<file path="config.mk">
export PLATFORM = sky130hd
export DESIGN_NAME = serial_loader
export DESIGN_NICKNAME = d
export VERILOG_FILES = /design/src/rtl/serial_loader_pkg.sv /design/src/rtl/serial_loader_bit_counter.sv /design/src/rtl/serial_loader.sv
export SDC_FILE = /design/constraint.sdc
export NUM_CORES = 1
export LEC_CHECK = 0
export ABC_AREA = 1
export CORE_MARGIN = 3
export CORE_UTILIZATION = 49
export DETAILED_ROUTE_END_ITERATION = 6
export PLACE_DENSITY = 0.8
export SYNTH_ARGS = -nofsm -noshare
export SYNTH_HDL_FRONTEND = slang
export SYNTH_SLANG_ARGS = --single-unit
</file>
<file path="constraint.sdc">
create_clock -name CLK -period 1.7 [get_ports CLK]
set_clock_uncertainty 0.15 [all_clocks]
set_input_delay 0.34 -clock CLK [delete_from_list [all_inputs] [get_ports CLK]]
set_output_delay 0.34 -clock CLK [all_outputs]
set_load 0.1 [all_outputs]
</file>
<file path="src/rtl/serial_loader_pkg.sv">
// Shared types and constants for the serial loader.
// Latency: n/a (declarations only).
// Backpressure: n/a.
`timescale 1ns/1ps
package serial_loader_pkg;

    // Loader FSM states; the encodings are fixed so external debug taps
    // can decode them.
    typedef enum logic [1:0] {
        ST_IDLE  = 2'b00,
        ST_SHIFT = 2'b01,
        ST_LOAD  = 2'b10
    } state_e;

    localparam int DEFAULT_WIDTH = 16;

    // Bits needed to hold a count that ranges 0..width inclusive.
    function automatic int cnt_bits(input int width);
        return $clog2(width + 1);
    endfunction

endpackage

</file>
<file path="src/rtl/serial_loader_bit_counter.sv">
// Frame bit counter: load-to-1, increment, hold, sync clear, terminal flag.
// Latency: count updates on the clock edge after the request.
// Backpressure: none; the counter holds whenever no request is present.
//
// Ports:
//   clk_i, rst_ni    clock, async active-low reset
//   clr_i            synchronous clear to 0
//   load1_i          load count=1 (first bit of a frame accepted)
//   inc_i            count one more accepted bit
//   last_o           count == WIDTH-1, i.e. the next accepted bit completes the word
`timescale 1ns/1ps
module bit_counter
    import serial_loader_pkg::*;
#(
    parameter int WIDTH = DEFAULT_WIDTH
) (
    input  logic clk_i,
    input  logic rst_ni,
    input  logic clr_i,
    input  logic load1_i,
    input  logic inc_i,
    output logic last_o
);

    localparam int CW = cnt_bits(WIDTH);

    logic [CW-1:0] cnt_q;
    logic [CW-1:0] cnt_d;

    always_comb begin
        cnt_d = cnt_q;
        if (clr_i) begin
            cnt_d = '0;
        end else if (load1_i) begin
            cnt_d = CW'(1);
        end else if (inc_i && (cnt_q < CW'(WIDTH))) begin
            // Saturate at WIDTH so a stray increment can never overrun.
            cnt_d = cnt_q + CW'(1);
        end
    end

    always_ff @(posedge clk_i or negedge rst_ni) begin
        if (!rst_ni) begin
            cnt_q <= '0;
        end else begin
            cnt_q <= cnt_d;
        end
    end

    assign last_o = (cnt_q == CW'(WIDTH - 1));

    cnt_in_range: assert property (@(posedge clk_i) disable iff (!rst_ni)
        cnt_q <= CW'(WIDTH));

endmodule

</file>
<file path="src/rtl/serial_loader.sv">
// Serial-to-parallel loader: assembles WIDTH framed serial bits into D and
// strobes CE for one cycle so a downstream register captures the word.
// Latency: CE and the new D appear the cycle after the WIDTH-th bit is accepted.
// Backpressure: none; SVALID gaps simply stall assembly with no timeout.
//
// Ports:
//   CLK, CLR_N        clock, async active-low reset
//   SIN, SVALID       serial bit and its qualifier (one bit per valid cycle)
//   SSTART            marks the first bit of a frame (only meaningful with SVALID)
//   ERR_CLR           synchronous clear of the sticky error flag
//   D, CE             assembled word and one-cycle load strobe
//   BUSY, ERR         FSM not idle; sticky framing error
`timescale 1ns/1ps
module serial_loader
    import serial_loader_pkg::*;
#(
    parameter int WIDTH     = DEFAULT_WIDTH,
    parameter bit MSB_FIRST = 1'b1
) (
    input  logic             CLK,
    input  logic             CLR_N,
    input  logic             SIN,
    input  logic             SVALID,
    input  logic             SSTART,
    input  logic             ERR_CLR,
    output logic [WIDTH-1:0] D,
    output logic             CE,
    output logic             BUSY,
    output logic             ERR
);

    state_e           state_q;
    state_e           state_d;
    logic [WIDTH-1:0] sr_q;
    logic [WIDTH-1:0] sr_d;
    logic [WIDTH-1:0] sr_shift;
    logic [WIDTH-1:0] sr_first;
    logic [WIDTH-1:0] d_q;
    logic             ce_q;
    logic             busy_q;
    logic             err_q;
    logic             err_evt;
    logic             cnt_clr;
    logic             cnt_load1;
    logic             cnt_inc;
    logic             cnt_last;

    bit_counter #(
        .WIDTH (WIDTH)
    ) u_bit_counter (
        .clk_i   (CLK),
        .rst_ni  (CLR_N),
        .clr_i   (cnt_clr),
        .load1_i (cnt_load1),
        .inc_i   (cnt_inc),
        .last_o  (cnt_last)
    );

    // Bit ordering: MSB-first shifts left so the first bit ends in D[WIDTH-1];
    // LSB-first shifts right so the first bit ends in D[0]. Starting a frame
    // places SIN where a shift-in would, discarding any partial word.
    always_comb begin
        if (MSB_FIRST) begin
            sr_shift = {sr_q[WIDTH-2:0], SIN};
            sr_first = {{(WIDTH-1){1'b0}}, SIN};
        end else begin
            sr_shift = {SIN, sr_q[WIDTH-1:1]};
            sr_first = {SIN, {(WIDTH-1){1'b0}}};
        end
    end

    always_comb begin
        state_d   = state_q;
        sr_d      = sr_q;
        err_evt   = 1'b0;
        cnt_clr   = 1'b0;
        cnt_load1 = 1'b0;
        cnt_inc   = 1'b0;
        unique case (state_q)
            ST_IDLE: begin
                if (SVALID) begin
                    if (SSTART) begin
                        sr_d      = sr_first;
                        cnt_load1 = 1'b1;
                        state_d   = ST_SHIFT;
                    end else begin
                        // Data without a frame start is dropped.
                        err_evt = 1'b1;
                    end
                end
            end
            ST_SHIFT: begin
                if (SVALID) begin
                    if (SSTART) begin
                        // Premature start: flag it and restart the frame.
                        err_evt   = 1'b1;
                        sr_d      = sr_first;
                        cnt_load1 = 1'b1;
                    end else begin
                        sr_d    = sr_shift;
                        cnt_inc = 1'b1;
                        if (cnt_last) begin
                            state_d = ST_LOAD;
                        end
                    end
                end
            end
            ST_LOAD: begin
                if (SVALID && SSTART) begin
                    // Back-to-back frame: this bit is bit 1 of the next word.
                    sr_d      = sr_first;
                    cnt_load1 = 1'b1;
                    state_d   = ST_SHIFT;
                end else begin
                    err_evt = SVALID;
                    cnt_clr = 1'b1;
                    state_d = ST_IDLE;
                end
            end
            default: begin
                cnt_clr = 1'b1;
                state_d = ST_IDLE;
            end
        endcase
    end

    // Outputs are registered from the next state so CE and BUSY line up
    // exactly with the state they describe.
    always_ff @(posedge CLK or negedge CLR_N) begin
        if (!CLR_N) begin
            state_q <= ST_IDLE;
            sr_q    <= '0;
            d_q     <= '0;
            ce_q    <= 1'b0;
            busy_q  <= 1'b0;
            err_q   <= 1'b0;
        end else begin
            state_q <= state_d;
            sr_q    <= sr_d;
            ce_q    <= (state_d == ST_LOAD);
            busy_q  <= (state_d != ST_IDLE);
            // A new error wins over a simultaneous clear.
            err_q   <= (err_q & ~ERR_CLR) | err_evt;
            if (state_d == ST_LOAD) begin
                d_q <= sr_d;
            end
        end
    end

    assign D    = d_q;
    assign CE   = ce_q;
    assign BUSY = busy_q;
    assign ERR  = err_q;

    ce_single_cycle: assert property (@(posedge CLK) disable iff (!CLR_N)
        CE |=> !CE);

endmodule
</file>
==> results.json, run 1 <==
{
  "setup_viol": 0,
  "antenna_found_initial": 0,
  "cap_violations": 0,
  "fin_area_um2": 2764,
  "cts_tree": "built",
  "path_max_fanout": 11,
  "hp-class": "reg2reg",
  "place_area_um2": 2610,
  "period_share_pct": 99.35,
  "drtAntennaViolNets": 0,
  "leakagePower_nw": 1.411,
  "grt_use_total_pct": 18.77,
  "rsz0062_at_grt": "yes",
  "report.final.slew_viol_count": 0,
  "synth_top_flop_cell": "dfrtp_1",
  "tns_ns": 0,
  "vias_per_cell": 4.944,
  "critPathArrivalTime_ns": 1.72,
  "core_area_um2": 3854,
  "synthArstFlopShare_pct": 100.0,
  "max_freq_ghz": 0.5921,
  "end_kind": "flop",
  "syn_to_final_growth_pct": 34.53,
  "tightestPinTransition_ns": 0.4305,
  "grt_pass1_vias": 1696,
  "layout.nets": 298,
  "htreeDepth": 2,
  "synth_cell_types": 27,
  "clock_sinks": 42,
  "dp_hpwl_um": 2819,
  "slew_headroom_pct": 71.30,
  "grt_pass1_wl_um": 7417,
  "hold_violations": 0,
  "root_buffer": "clkbuf_8",
  "synthTopCellsByCount": "nand2_1 (118), dfrtp_1 (42), nand3_1 (18)",
  "die_h_um": 70.75,
  "p_per_area_nw_per_um2": 735.1,
  "syn_nets": 260,
  "ys_top_cells_by_area": "dfrtp_1 (51%), nand2_1 (22%), nand3_1 (4.4%)",
  "synth_edf_count": 0,
  "max_stage_delay_ns": 0.37,
  "gp_congestion": 0.8355,
  "grt_overflow": 0,
  "antenna_cells": 0,
  "drive_gt1_share_pct": 28.97,
  "yosys_warnings": 0,
  "ys_seq_area_share_pct": 51.16,
  "syn_area_um2": 2054,
  "status": "completed",
  "die_w_um": 70.75,
  "synth_top_area_share_pct": 51.16,
  "first_pass_iters": 4,
  "pin_count": 25,
  "drc": 0,
  "synth-seq-cells": 42,
  "wl_per_cell_um": 12.28,
  "crit_type": "reg2reg",
  "clockBufferDepth": 2,
  "grt_max_degree": 32,
  "clkSlewWorstSetupHoldPaths_ns": 0.08,
  "core.rowCount": 22,
  "holdWs_ns": 0.3656,
  "numCtsBuffers": 5,
  "yosys.area.top_type": "dfrtp_1",
  "slowest_stage": "dfrtp_1",
  "synth.most_common_cell": "nand2_1",
  "syn_area_per_cell_um2": 8.153,
  "path_cells": "ha_2 -> nand2_1 -> nor2_1 -> ha_2 -> nand3_4 -> buf_12 -> nand2_1 -> nand2_1",
  "finalCriticalPeriod_ns": 1.689,
  "cpMostUsedCell": "nand2_1",
  "p_total_mw": 2.032,
  "io_buffers": 24,
  "vias": 1671,
  "ir_worst_vdd_mv": 0.6270,
  "drt-total-wl_um": 4149,
  "required_ns": 1.73,
  "drt_iter0_drc": 116,
  "worstSetupStartpointType": "flop",
  "cts_setup_buffers": 0,
  "start_util_pct": 53.31,
  "die_area_um2": 5006,
  "clkLatencyLatePin_ns": 0.30,
  "synthCells": 252
}
## cell type report
class	instances	area [um^2]
multi-input cells	184	910.9
well taps	48	60.06
fillers	299	1090
clock buffers	7	76.32
inverters	16	72.57
flip-flops and latches	42	1051
repair buffers	41	593.1
## path summary, 6_finish.rpt
check                                        from                     end  slack, ns  cells past startpoint
min in group asynchronous                   CLR_N  u_bit_counter.cnt_q[4]       0.38                      2
hold reg to reg                          sr_q[15]                sr_q[15]       0.37                      2
setup reg to reg           u_bit_counter.cnt_q[0]                   D[13]       0.01                      8
setup / recovery           u_bit_counter.cnt_q[0]                   D[13]       0.01                      8
hold / removal                           sr_q[15]                sr_q[15]       0.37                      2
max in group asynchronous                   CLR_N                      CE       0.47                      3
## layout by cell type (no fill, tap or decap), types with 6 or more instances in the layout
master	count
nand2_1	102
dfrtp_1	42
nand2_2	22
buf_12	22
nand3_1	18
buf_4	13
inv_1	11
or2_1	8
or2_2	7
nor2_1	6
## flip-flops by register name, summed over array words and instances (netlist names)
name and cells:
D 16, sr_q 16, u_bit_counter.cnt_q 5, state_q 2, BUSY 1, CE 1, ERR 1
## report_power, final
part	switching [mW]	total [mW]	leakage [nW]	internal [mW]
sequential	0.0500	1.12	0.539	1.07
combinational	0.175	0.306	0.834	0.131
clock	0.327	0.610	0.0383	0.283
total	0.552	2.03	1.41	1.48
## cells by family after synthesis
family          Yosys count  share of synthesized area, %
buf+inv                  26                         7.430
compound gates            6                         1.644
simple gates            175                         38.12
flops                    42                         51.16
fa+ha+maj                 2                         1.218
xor+xnor                  1                        0.4264
## critical path: cells and delay by family (launching register included)
| family | cells | cell delay (ns) |
|---|---|---|
| adders and majority gates | 2 | 0.43 |
| and+or+nand+nor | 5 | 0.43 |
| DFF | 1 | 0.37 |
| buffers and inverters | 1 | 0.19 |
## layer usage
layer  track usage [%]  part of all wire (%)
met1             23.64                    44
met4             9.603                   2.0
met3             4.403                   3.6
met5                 0                     0
met2             30.18                    51
## metrics by stage
| stage | setup WS [ns] | std cells | util (%) |
|---|---|---|---|
| floorplan | 0.08096 | 252 | - |
| global placement | -0.1594 | 330 | 67.73 |
| detailed placement | -0.1877 | 330 | 67.73 |
| global route | -0.05431 | 338 | 71.72 |
| CTS | 0.003618 | 338 | 70.23 |
| finish | 0.01103 | 338 | 71.72 |
## timing repair
item                                   4_1_cts  5_1_grt
endpoints found under the hold margin       17        0
gates resized for setup                      2       20
hold buffers                                 1        0
pin swaps                                    0        5
setup endpoints to repair                   12       16
Power figures use the tool's default switching activity.
==> run 2, diff against run 1 <==
CTS_CLUSTER_DIAMETER = 100   (was not set)
==> results of run 2 <==
No change in the layout: final DEF, timing and power equal those of run 1.
==> run 3, diff against run 2 <==
HOLD_SLACK_MARGIN = 0.02   (was not set)
MAX_ROUTING_LAYER = met4   (was not set)
==> run 3 against run 2 <==
Net effect: critical path depth unchanged; power barely moved; wire length barely moved; sequential cell count is the same; via count about the same; register-to-register slack about the same; die area unchanged; maximum frequency barely moved; combinational power about the same; sequential share of layout area unchanged; critical path type unchanged; highest routed layer unchanged.
==> results.json, run 3 (same netlist as run 1, synthesis figures left out) <==
{
  "wl_met1_um": 1815,
  "hold_violations": 0,
  "drt-total-wl_um": 4150,
  "p_per_area_nw_per_um2": 734.6,
  "r2r_end": "D[13]",
  "clkSlewWorstSetupHoldPaths_ns": 0.08,
  "start_util_pct": 53.31,
  "grt_pass1_wl_um": 7410,
  "n_fill_cell": 299,
  "antenna_cells": 0,
  "drtAntennaViolNets": 0,
  "clock_sinks": 42,
  "root_buffer": "clkbuf_8",
  "hp-class": "reg2reg",
  "cp.depth": 8,
  "fin_area_um2": 2764,
  "placed_cells": 330,
  "vias": 1672,
  "report.final.slew_viol_count": 0,
  "numCtsBuffers": 5,
  "startpoint": "u_bit_counter.cnt_q[0]",
  "timing.rr.start": "u_bit_counter.cnt_q[0]",
  "gp_congestion": 0.8483,
  "max_freq_ghz": 0.5923,
  "core.rowCount": 22,
  "ff2ff_setup_slack_ns": 0.01,
  "dr_wl_met2_um": 2111,
  "cpMostUsedCell": "nand2_1",
  "first_pass_iters": 4,
  "grt_max_degree": 32,
  "min_from": "sr_q[15]",
  "syn_to_final_growth_pct": 34.53,
  "place_area_um2": 2610,
  "wl_met3_um": 141,
  "drt_iter0_drc": 121,
  "layout_common_cells": "nand2_1 (102), dfrtp_1 (42), nand2_2 (22), buf_12 (22), nand3_1 (18)",
  "core_area_um2": 3854,
  "grt_pass1_vias": 1699,
  "slowest_stage": "dfrtp_1",
  "die_h_um": 70.75,
  "drive_gt1_share_pct": 28.97,
  "pin_count": 25,
  "dp_hpwl_um": 2819,
  "io_buffers": 24,
  "cap_violations": 0,
  "grt_overflow": 0,
  "worst-path-buf-inv": 1,
  "tightestPinTransition_ns": 0.4307,
  "final_common_cell": "nand2_1",
  "wl_per_cell_um": 12.28,
  "clockBufferDepth": 2,
  "period_share_pct": 99.31,
  "critPathTopFamily": "adder cells",
  "status": "completed",
  "worstSetupStartpointType": "flop",
  "grt_use_total_pct": 19.35,
  "holdWs_ns": 0.3656,
  "die_area_um2": 5006,
  "cts_setup_buffers": 0,
  "layout.nets": 298,
  "leakagePower_nw": 1.411,
  "setup_viol": 0,
  "critPathCapture": "D[13]",
  "tns_ns": 0,
  "drc": 0,
  "slew_headroom_pct": 71.28,
  "antenna_found_initial": 0,
  "crit_type": "reg2reg",
  "path_cells": "ha_2 -> nand2_1 -> nor2_1 -> ha_2 -> nand3_4 -> buf_12 -> nand2_1 -> nand2_1",
  "ir_worst_vdd_mv": 0.6270,
  "die_w_um": 70.75,
  "rr_worst_depth": 8,
  "vias_per_cell": 4.947,
  "fin_cells": 338,
  "finalCriticalPeriod_ns": 1.688,
  "top_layer": "met4",
  "cts_tree": "built",
  "rsz0062_at_grt": "yes",
  "critPathArrivalTime_ns": 1.72,
  "max_stage_delay_ns": 0.37,
  "path_max_fanout": 11,
  "htreeDepth": 2,
  "clkLatencyLatePin_ns": 0.30,
  "end_kind": "flop",
  "required_ns": 1.73
}
## run 3: cell counts in the layout (fill, tap and decap cells not counted)
No cell type changed its count.
## run 3: worst min path at each step
stage / to / slack [ns] / depth (start not counted)
after floorplan: BUSY / -0.11 / 0
after global placement: D[1] / 0.15 / 1
after detailed placement: D[1] / 0.16 / 1
after CTS: sr_q[0] / 0.36 / 2
after global routing: sr_q[15] / 0.40 / 2
final: sr_q[15] / 0.37 / 2
## run 3: layer usage
metal	global-route usage (%)	vias up
met4	9.603	0
met1	23.74	788
met3	4.261	8
met2	30.18	28
li1	-	848
met5	-	-
## run 3: cell type report
type / instances / area (um^2) / area share [%]
Sequential cell: 42 / 1051 / 38.03
Multi-Input combinational cell: 184 / 910.9 / 32.96
Timing Repair Buffer: 41 / 593.1 / 21.46
Clock buffer: 7 / 76.32 / 2.761
Inverter: 16 / 72.57 / 2.626
Tap cell: 48 / 60.06 / 2.173
## run 3: power by group
group / total (mW) / leakage, nW / internal, mW / switching [mW]
Clock: 0.608 / 0.0383 / 0.283 / 0.325
Combinational: 0.306 / 0.834 / 0.131 / 0.175
Sequential: 1.12 / 0.539 / 1.07 / 0.0501
## run 3: worst reg2reg max path, cell delays in order (launching register included)
cell and delay [ns]:
dfrtp_1 0.37, ha_2 0.20, nand2_1 0.06, nor2_1 0.11
ha_2 0.23, nand3_4 0.15, buf_12 0.20, nand2_1 0.06
nand2_1 0.06
## run 3: stage by stage
step	util (%)	total power, mW	setup WS [ns]
after CTS	70.23	2.049	0.003618
after global placement	67.73	1.422	-0.1594
after detailed placement	67.73	1.437	-0.1877
after floorplan	-	1.323	0.08096
after global routing	71.72	2.142	-0.05431
final	71.72	2.030	0.01166
## run 3: timing repair
item	in CTS	in global routing
endpoints found under the setup margin	12	16
endpoints found under the hold margin	17	0
hold buffers	1	0
gates cloned	0	0
pin swaps	0	5
resized for setup	2	20
